==> config.mk <==
export PLATFORM = sky130hd
export DESIGN_NAME = serial_adder
export DESIGN_NICKNAME = d
export VERILOG_FILES = /design/src/rtl/serial_adder_pkg.sv /design/src/rtl/fa_cell.sv /design/src/rtl/serial_adder.sv
export SDC_FILE = /design/constraint.sdc
export NUM_CORES = 1
export LEC_CHECK = 0
export CORE_MARGIN = 3
export CORE_UTILIZATION = 48
export DETAILED_ROUTE_END_ITERATION = 16
export PLACE_DENSITY = 0.82
export SKIP_LAST_GASP = 1
export SYNTH_ARGS = -nofsm -noshare
export SYNTH_HDL_FRONTEND = slang
export SYNTH_SLANG_ARGS = --single-unit
==> constraint.sdc <==
create_clock -name clk -period 1.7 [get_ports clk]
set_clock_uncertainty 0.05 [all_clocks]
set_input_delay 0.17 -clock clk [delete_from_list [all_inputs] [get_ports clk]]
set_output_delay 0.17 -clock clk [all_outputs]
set_load 0.005 [all_outputs]
==> src/rtl/serial_adder_pkg.sv <==
// Shared types and helpers for the digit-serial adder.
package serial_adder_pkg;

  typedef enum logic [1:0] {
    IDLE = 2'd0,
    RUN  = 2'd1,
    DONE = 2'd2
  } state_t;

  // Step counter width; a single-step adder still needs one bit.
  function automatic int cnt_width(input int steps);
    return (steps > 1) ? $clog2(steps) : 1;
  endfunction

endpackage

==> src/rtl/fa_cell.sv <==
// Single-bit combinational full adder, one link of the per-cycle ripple chain.
module fa_cell (
  input  logic a,
  input  logic b,
  input  logic cin,
  output logic sum,
  output logic carry
);

  assign sum   = a ^ b ^ cin;
  assign carry = (a & b) | (cin & (a ^ b));

endmodule

==> src/rtl/serial_adder.sv <==
// Digit-serial adder: WIDTH-bit a+b+cin, DIGIT bits per cycle, valid/ready on both sides.
// Define SERIAL_ADDER_OVF_EN to add the signed-overflow output ovf.
module serial_adder
  import serial_adder_pkg::*;
#(
  parameter int WIDTH = 8,
  parameter int DIGIT = 1
) (
  input  logic             clk,
  input  logic             rst,
  input  logic             in_valid,
  output logic             in_ready,
  input  logic [WIDTH-1:0] a,
  input  logic [WIDTH-1:0] b,
  input  logic             cin,
  output logic             out_valid,
  input  logic             out_ready,
  output logic [WIDTH-1:0] sum,
  output logic             cout,
`ifdef SERIAL_ADDER_OVF_EN
  output logic             ovf,
`endif
  output logic             busy
);

  localparam int STEPS = WIDTH / DIGIT;
  localparam int CW    = cnt_width(STEPS);

  if (WIDTH < 1 || DIGIT < 1 || (WIDTH % DIGIT) != 0) begin : g_bad_param
    $error("serial_adder: DIGIT must divide WIDTH exactly");
  end

  state_t           state;
  logic [WIDTH-1:0] a_q;
  logic [WIDTH-1:0] b_q;
  logic [WIDTH-1:0] sum_q;
  logic             carry_q;
  logic             cout_q;
  logic [CW-1:0]    step;
  logic [DIGIT:0]   c;
  logic [DIGIT-1:0] s;
  logic             last;
`ifdef SERIAL_ADDER_OVF_EN
  logic             ovf_q;
`endif

  assign c[0] = carry_q;

  for (genvar i = 0; i < DIGIT; i++) begin : g_chain
    fa_cell u_fa (
      .a    (a_q[i]),
      .b    (b_q[i]),
      .cin  (c[i]),
      .sum  (s[i]),
      .carry(c[i+1])
    );
  end

  assign last = (step == CW'(STEPS - 1));

  // NOTE: state registers use non-blocking assignments so every flop samples pre-edge values.
  always_ff @(posedge clk) begin
    if (rst) begin
      state   <= IDLE;
      a_q     <= '0;
      b_q     <= '0;
      sum_q   <= '0;
      carry_q <= 1'b0;
      cout_q  <= 1'b0;
      step    <= '0;
`ifdef SERIAL_ADDER_OVF_EN
      ovf_q   <= 1'b0;
`endif
    end else begin
      case (state)
        IDLE: begin
          if (in_valid) begin
            a_q     <= a;
            b_q     <= b;
            carry_q <= cin;
            step    <= '0;
            state   <= RUN;
          end
        end
        RUN: begin
          // Sum digits enter at the MSB end so the first digit lands at bit 0.
          a_q     <= a_q >> DIGIT;
          b_q     <= b_q >> DIGIT;
          sum_q   <= WIDTH'({s, sum_q} >> DIGIT);
          carry_q <= c[DIGIT];
          step    <= step + CW'(1);
          if (last) begin
            cout_q <= c[DIGIT];
`ifdef SERIAL_ADDER_OVF_EN
            ovf_q  <= c[DIGIT-1] ^ c[DIGIT];
`endif
            state  <= DONE;
          end
        end
        DONE: begin
          if (out_ready) state <= IDLE;
        end
        default: state <= IDLE;
      endcase
    end
  end

  assign in_ready  = (state == IDLE);
  assign out_valid = (state == DONE);
  assign busy      = (state != IDLE);
  assign sum       = sum_q;
  assign cout      = cout_q;
`ifdef SERIAL_ADDER_OVF_EN
  assign ovf       = ovf_q;
`endif

endmodule

## Yosys cells after proc, flatten, opt, wreduce, memory -nomap -nowiden

Index checks and enable logic that the tools add are counted.

| cells by class | value |
|---|---|
| muxes and demuxes | 12 |
| eq/ne operators | 6 |
| bitwise logic cells | 5 |
| add/subtract/negate cells | 1 |
| reduce and logical (&&, ||, !) cells | 6 |

Operator list:

| cell | count |
|---|---|
| one-hot mux 8 bit (2 select lines) | 2 |
| two-way mux 8 bit | 2 |
| two-way mux 2 bit | 3 |
| one-hot mux 2 bit (3 select lines) | 1 |
| one-hot mux 3 bit (2 select lines) | 1 |
| inequality test 2 bit (second input constant) | 2 |
| AND reduction 2 bit | 2 |
| nonzero test 2 bit | 2 |
| adder 3 x 1 -> 3 bit (second input constant) | 1 |
| == test 3 bit (second input constant) | 1 |
| two-way mux 3 bit | 1 |
| AND reduction 3 bit | 1 |
| AND 1 bit | 2 |
| == test 2 x 1 -> 1 bit (second input constant) | 1 |
| == test 2 bit (second input constant) | 1 |
| zero test 2 bit | 1 |
| inequality test 2 x 1 -> 1 bit (second input constant) | 1 |
| one-hot mux 1 bit (2 select lines) | 1 |
| XOR 1 bit | 2 |
| two-way mux 1 bit | 1 |
| bitwise OR 1 bit | 1 |

| word-level totals | value |
|---|---|
| output and inout bits | 12 |
| bits of input ports | 21 |
| bits in registers | 31 |
| word-level logic and storage cells | 37 |

## Longest topological paths before layout

| logic depth | value |
|---|---|
| depth after elaboration | 4 |
| gate-level depth with buffers | 5 |
| gate-level depth less buffers | 5 |

## Hierarchy

From an unflattened synthesis, not the netlist that was laid out.

| second synthesis, totals | value |
|---|---|
| cells, all modules | 141 |
| area total of the unflattened synthesis | 1342.5 sq um |

Modules (own cells, without submodules):

| module | cells each | times used | area an instance (sq um) | sequential area each (sq um) |
|---|---|---|---|---|
| serial_adder | 140 | 1 | 1322.5 | 620.6 |
| fa_cell | 1 | 1 | 20.0 | 0.0 |

## Least setup slack after synthesis

Ideal clock, no wire load.

| timing path | value |
|---|---|
| path type | register to register |
| start point | register state[1] |
| end point | register a_q[0] |
| setup time | 0.119 ns |
| required time | 1.531 ns |
| data arrival time | 1.038 ns |
| stages on the path, launching flop included | 5 |
| slack | 0.493 ns |
| path buffers | 1 |
| clock period less this slack | 1.207 ns |
| path through | dfxtp_1 nor2_2 nand2_2 buf_6 o221a_1 |

| on the way | value |
|---|---|
| word-level cells in the longest chain between the ends | 3 |
| elaborated cells on any way between the ends | 6 |
| classes of those cells | eq/ne (2); mux (1); reduce/logical (3) |

RTL lines:

| item | RTL line | source |
|---|---|---|
| from (decl) | serial_adder.sv:33 | `state_t state;` |
| from (signal assigned) | serial_adder.sv:64 | `state <= IDLE;` |
| from (signal assigned) | serial_adder.sv:82 | `state <= RUN;` |
| from (signal assigned) | serial_adder.sv:97 | `state <= DONE;` |
| zero test 2 bit * | -- |  |
| named net in_ready | serial_adder.sv:12 | `output logic in_ready,` |
| inequality test 2 bit (no line) or nonzero test 2 bit (tied branches) | -- |  |
| AND reduction 2 bit (no line) | -- |  |
| to (signal assigned) | serial_adder.sv:87 | `a_q <= a_q >> DIGIT;` |
| to (decl) | serial_adder.sv:34 | `logic [WIDTH-1:0] a_q;` |

The timed path passes the listed nets; every way through them passes the cells marked *.
A chain may end at the register's enable or synchronous reset.

## Final worst setup path

| timing path | value |
|---|---|
| start point | register state[1] |
| end point | output out_valid |

| on the way | value |
|---|---|
| word-level cells in the longest chain between the ends | 1 |

RTL lines:

| item | RTL line | source |
|---|---|---|
| == test 2 bit | serial_adder.sv:109 | `assign out_valid = (state == DONE);` |
| to (decl) | serial_adder.sv:16 | `output logic out_valid,` |

No other way between the ends.

==> metrics list <==
- The run finished with clean final reports.
- First-pass iteration count of the detailed router: 4
- Net count of the mapped netlist: 162
- The portion of synthesized area spent on multiplexers is 0.756%.
* Final-report setup violation count: 0
* Maximum vdd drop: 0.596 mV
- Together, buffers and inverters on the worst path number 1.
* Post-Route WL: 2820 µm
* Total of warnings raised by yosys: 0
* Number of vias in the routed layout: 1086
- Number of port buffers: 32
- Unrepaired setup endpoints after global routing: yes
- Reg2Reg Capture Point: b_q[5]
- Of the synthesized area, sequential elements account for 46.9%.
- Number of antenna violations at the first check in global routing: 0
* Number of max-slew violations in the final report: 0
- Data on the critical path arrives at its endpoint at 1.47 ns.
* # IOs: 33
- Slew at the pin closest to its max-slew limit: 0.574 ns
- Of the total synthesized cell area, the portion taken by full adders, half adders and majority gates is 3.40%.
- Adding up every negative setup slack in the final design gives 0 ns.
- The worst hold path begins at cout.
* CTS tree: built
- Leakage power: 0.626 nW
* Gp weighted congestion: 0.716
- For this run, the post-layout net count is 194.
- The hold violation total from the final report came to 0.
- For this configuration, the core starts out at a cell density of 52.0%.
- In the finished design, the share of the clock period the worst path needs comes to 99.2%.
- Startpoint class of the critical path: flip-flop
* Category of the critical setup timing path: reg -> out
* Floorplan row count: 18
- The worst pin sits at a relative slew slack of 61.7%.
- Total congestion overflow after global routing: 0
- The library cell used most frequently in the layout, excluding fill and tap cells, is clkdlybuf4s50_1.
- Vias per inst: 5.40
- Yosys mapped the design onto 27 distinct sky130hd cell types.
- Main combinational cell family by area after synthesis: compound AO/OA/AOI/OAI gates
* Class of the tightest hold or removal check: reg -> reg
* Worst setup slack for register-to-register paths: 0.33 ns
* Core area: 2540 µm²
- The detail route stage leaves a number of antenna-violating nets equal to 0.
* Half-perimeter wire length after detailed placement: 1950 µm
- Vias in the first global route: 1105
- The repair_antennas step left the layout with diodes totalling 0.
* Clock tree root buffer cell: clkbuf_4
* Synthesis-to-layout area growth: 29.5%
- Crit-path leading delay family: buffers and inverters
- Of the cells placed in the final design, the portion with a size suffix greater than 1 is 17.0%.
- Overall fraction of global-route tracks in use: 18.6%
- The first global-routing pass estimated 4820 µm of wire.
- For hold timing, the worst endpoint is cout.
- Entering global routing, the biggest net connects 32 pins.
- First element of the critical path: state[1]
* Number of cells on the worst hold path: 2
- Crit path max-delay cell type: clkdlybuf4s50_1
* Critical path's largest stage delay: 0.51 ns
- The clock net in this run drives a total of 31 sinks.
* Count of buffers added by post-CTS timing repair for setup: 0
- Measured along the y axis, the die boundary spans 58.5 µm.
- Leaving out fill and tap cells, the most frequent cells in the layout are 32 x clkdlybuf4s50_1, 29 x dfxtp_1, 17 x nand2_1, 17 x a21oi_1, 16 x inv_1.
- Simple-gate area share of the yosys netlist: 11.0%
* Detail-routed net length per standard cell: 14.0 µm
- Deepest clock path buffer count: 2
* Final Util: 67.4%
- The later pin in the worst-skew pair is clocked with a latency of 0.33 ns.
- The die covers 3420 µm².
- Max-cap violations: 0
- TritonCTS created 5 clock buffers.
* Avg Synthesized Cell Area: 9.59 µm²
* Cell count of the worst reg-to-reg path: 3
- Initial DRC Count: 35
- After detailed routing, the number of remaining DRC violations is 0.
- Highest fanout seen on the critical path: 7
- Post-synthesis xor/xnor area fraction: 0%
* Width of the die: 58.5 µm
* Syn Std Cell Area: 1320 µm²
* Share of the synthesized area in compound gates (AO/OA/AOI/OAI): 28.1%
* Critical path endpoint category: output port
- For this run, the top clock speed supported by timing is 593 MHz.
* Clk slew on worst S/H paths: 0.10 ns
- Cell-by-cell listing of the critical path: nor2b_2 > clkdlybuf4s50_1
- Final Total Pwr: 1.44 mW
- Areal power density over the cells: 839 nW/µm²
* WP data required: 1.48 ns
* Total of hold buffers inserted after clock tree synthesis: 0
- After synthesis the netlist holds a flip-flop and latch count of 31.
- Startpoint of the worst-slack reg-to-reg timing path: state[0]
* Clock period minus worst slack: 1.69 ns
- The cell count after synthesis came out at 138.
- Total number of H-tree levels: 2
* Total number of cells along the worst setup path: 2
[through the flow]
| step | instance area, µm² | setup slack (ns) | instances | hold WS, ns |
|---|---|---|---|---|
| floorplan | 1320 | 0.493 | 138 | 0.286 |
| global placement | 1650 | 0.0772 | 193 | 0.395 |
| detailed placement | 1650 | 0.0248 | 193 | 0.409 |
| CTS | 1710 | -0.0164 | 201 | 0.408 |
| global route | 1710 | -0.0719 | 201 | 0.410 |
| finish | 1710 | 0.0130 | 201 | 0.423 |
[per-layer routing]
layer | vias to the layer above | wire length, µm | GRT usage [%]
met3 | 5 | 153 | 5.48
met1 | 509 | 1340 | 23.5
met5 | - | 0 | 0
met2 | 23 | 1290 | 29.5
met4 | 0 | 34 | 7.95
li1 | 549 | - | -
[worst max path at each step]
stage                     end  slack (ns)
CTS                 out_valid       -0.02
detailed placement     a_q[4]        0.02
global placement       a_q[2]        0.08
floorplan              a_q[0]        0.49
global route        out_valid       -0.07
finish              out_valid        0.01
[registers in the layout, indices dropped and copies added (netlist names)]
register  cells
a_q           8
b_q           8
sum           8
step          3
state         2
carry_q       1
cout          1
[repair_timing]
action	in CTS	in global routing
gates resized for setup	2	2
endpoints found under the setup margin	3	3
pin swaps	0	0
[tightest hold or removal path: cells and delay by family, from the launching register on]
| family | cells | cell delay (ns) |
|---|---|---|
| AND/OR/NAND/NOR | 1 | 0.05 |
| AO/OA/AOI/OAI | 1 | 0.05 |
| flip-flops | 1 | 0.33 |
[power by group]
| group | switching [mW] | internal, mW |
|---|---|---|
| clock | 0.257 | 0.159 |
| sequential | 0.0306 | 0.770 |
| combinational | 0.0996 | 0.122 |
[cell families after synthesis]
kind of cell / count (synthesis)
flops: 31
fa+ha+maj: 3
simple gates: 32
buf+inv: 25
mux: 1
compound gates: 46
[cell type report]
| type | count | area (µm²) |
|---|---|---|
| tap | 30 | 37.5 |
| timing repair buffer | 34 | 360 |
| clock inverter | 2 | 12.5 |
| fill | 204 | 831 |
| clock buffer | 6 | 41.3 |
| multi-input combinational | 82 | 579 |
| sequential | 31 | 623 |
| inverter | 16 | 60.1 |
[synth_stat cells, drive strengths merged]
library cell | n | area [µm²]
a22oi | 2 | 15.0
nand3b | 1 | 7.51
o21bai | 1 | 7.51
fa | 1 | 20.0
a211oi | 1 | 7.51
a21oi | 25 | 155
nand2 | 18 | 70.1
nor2b | 2 | 15.0
buf | 8 | 67.6
a32oi | 2 | 17.5
mux2i | 1 | 10.0
nor2 | 8 | 35.0
clkbuf | 1 | 3.75
nand2b | 2 | 12.5
o221a | 15 | 169
nand3 | 1 | 5.00
ha | 2 | 25.0
dfxtp | 31 | 621
inv | 16 | 60.1
(Power assumes the default switching activity.)
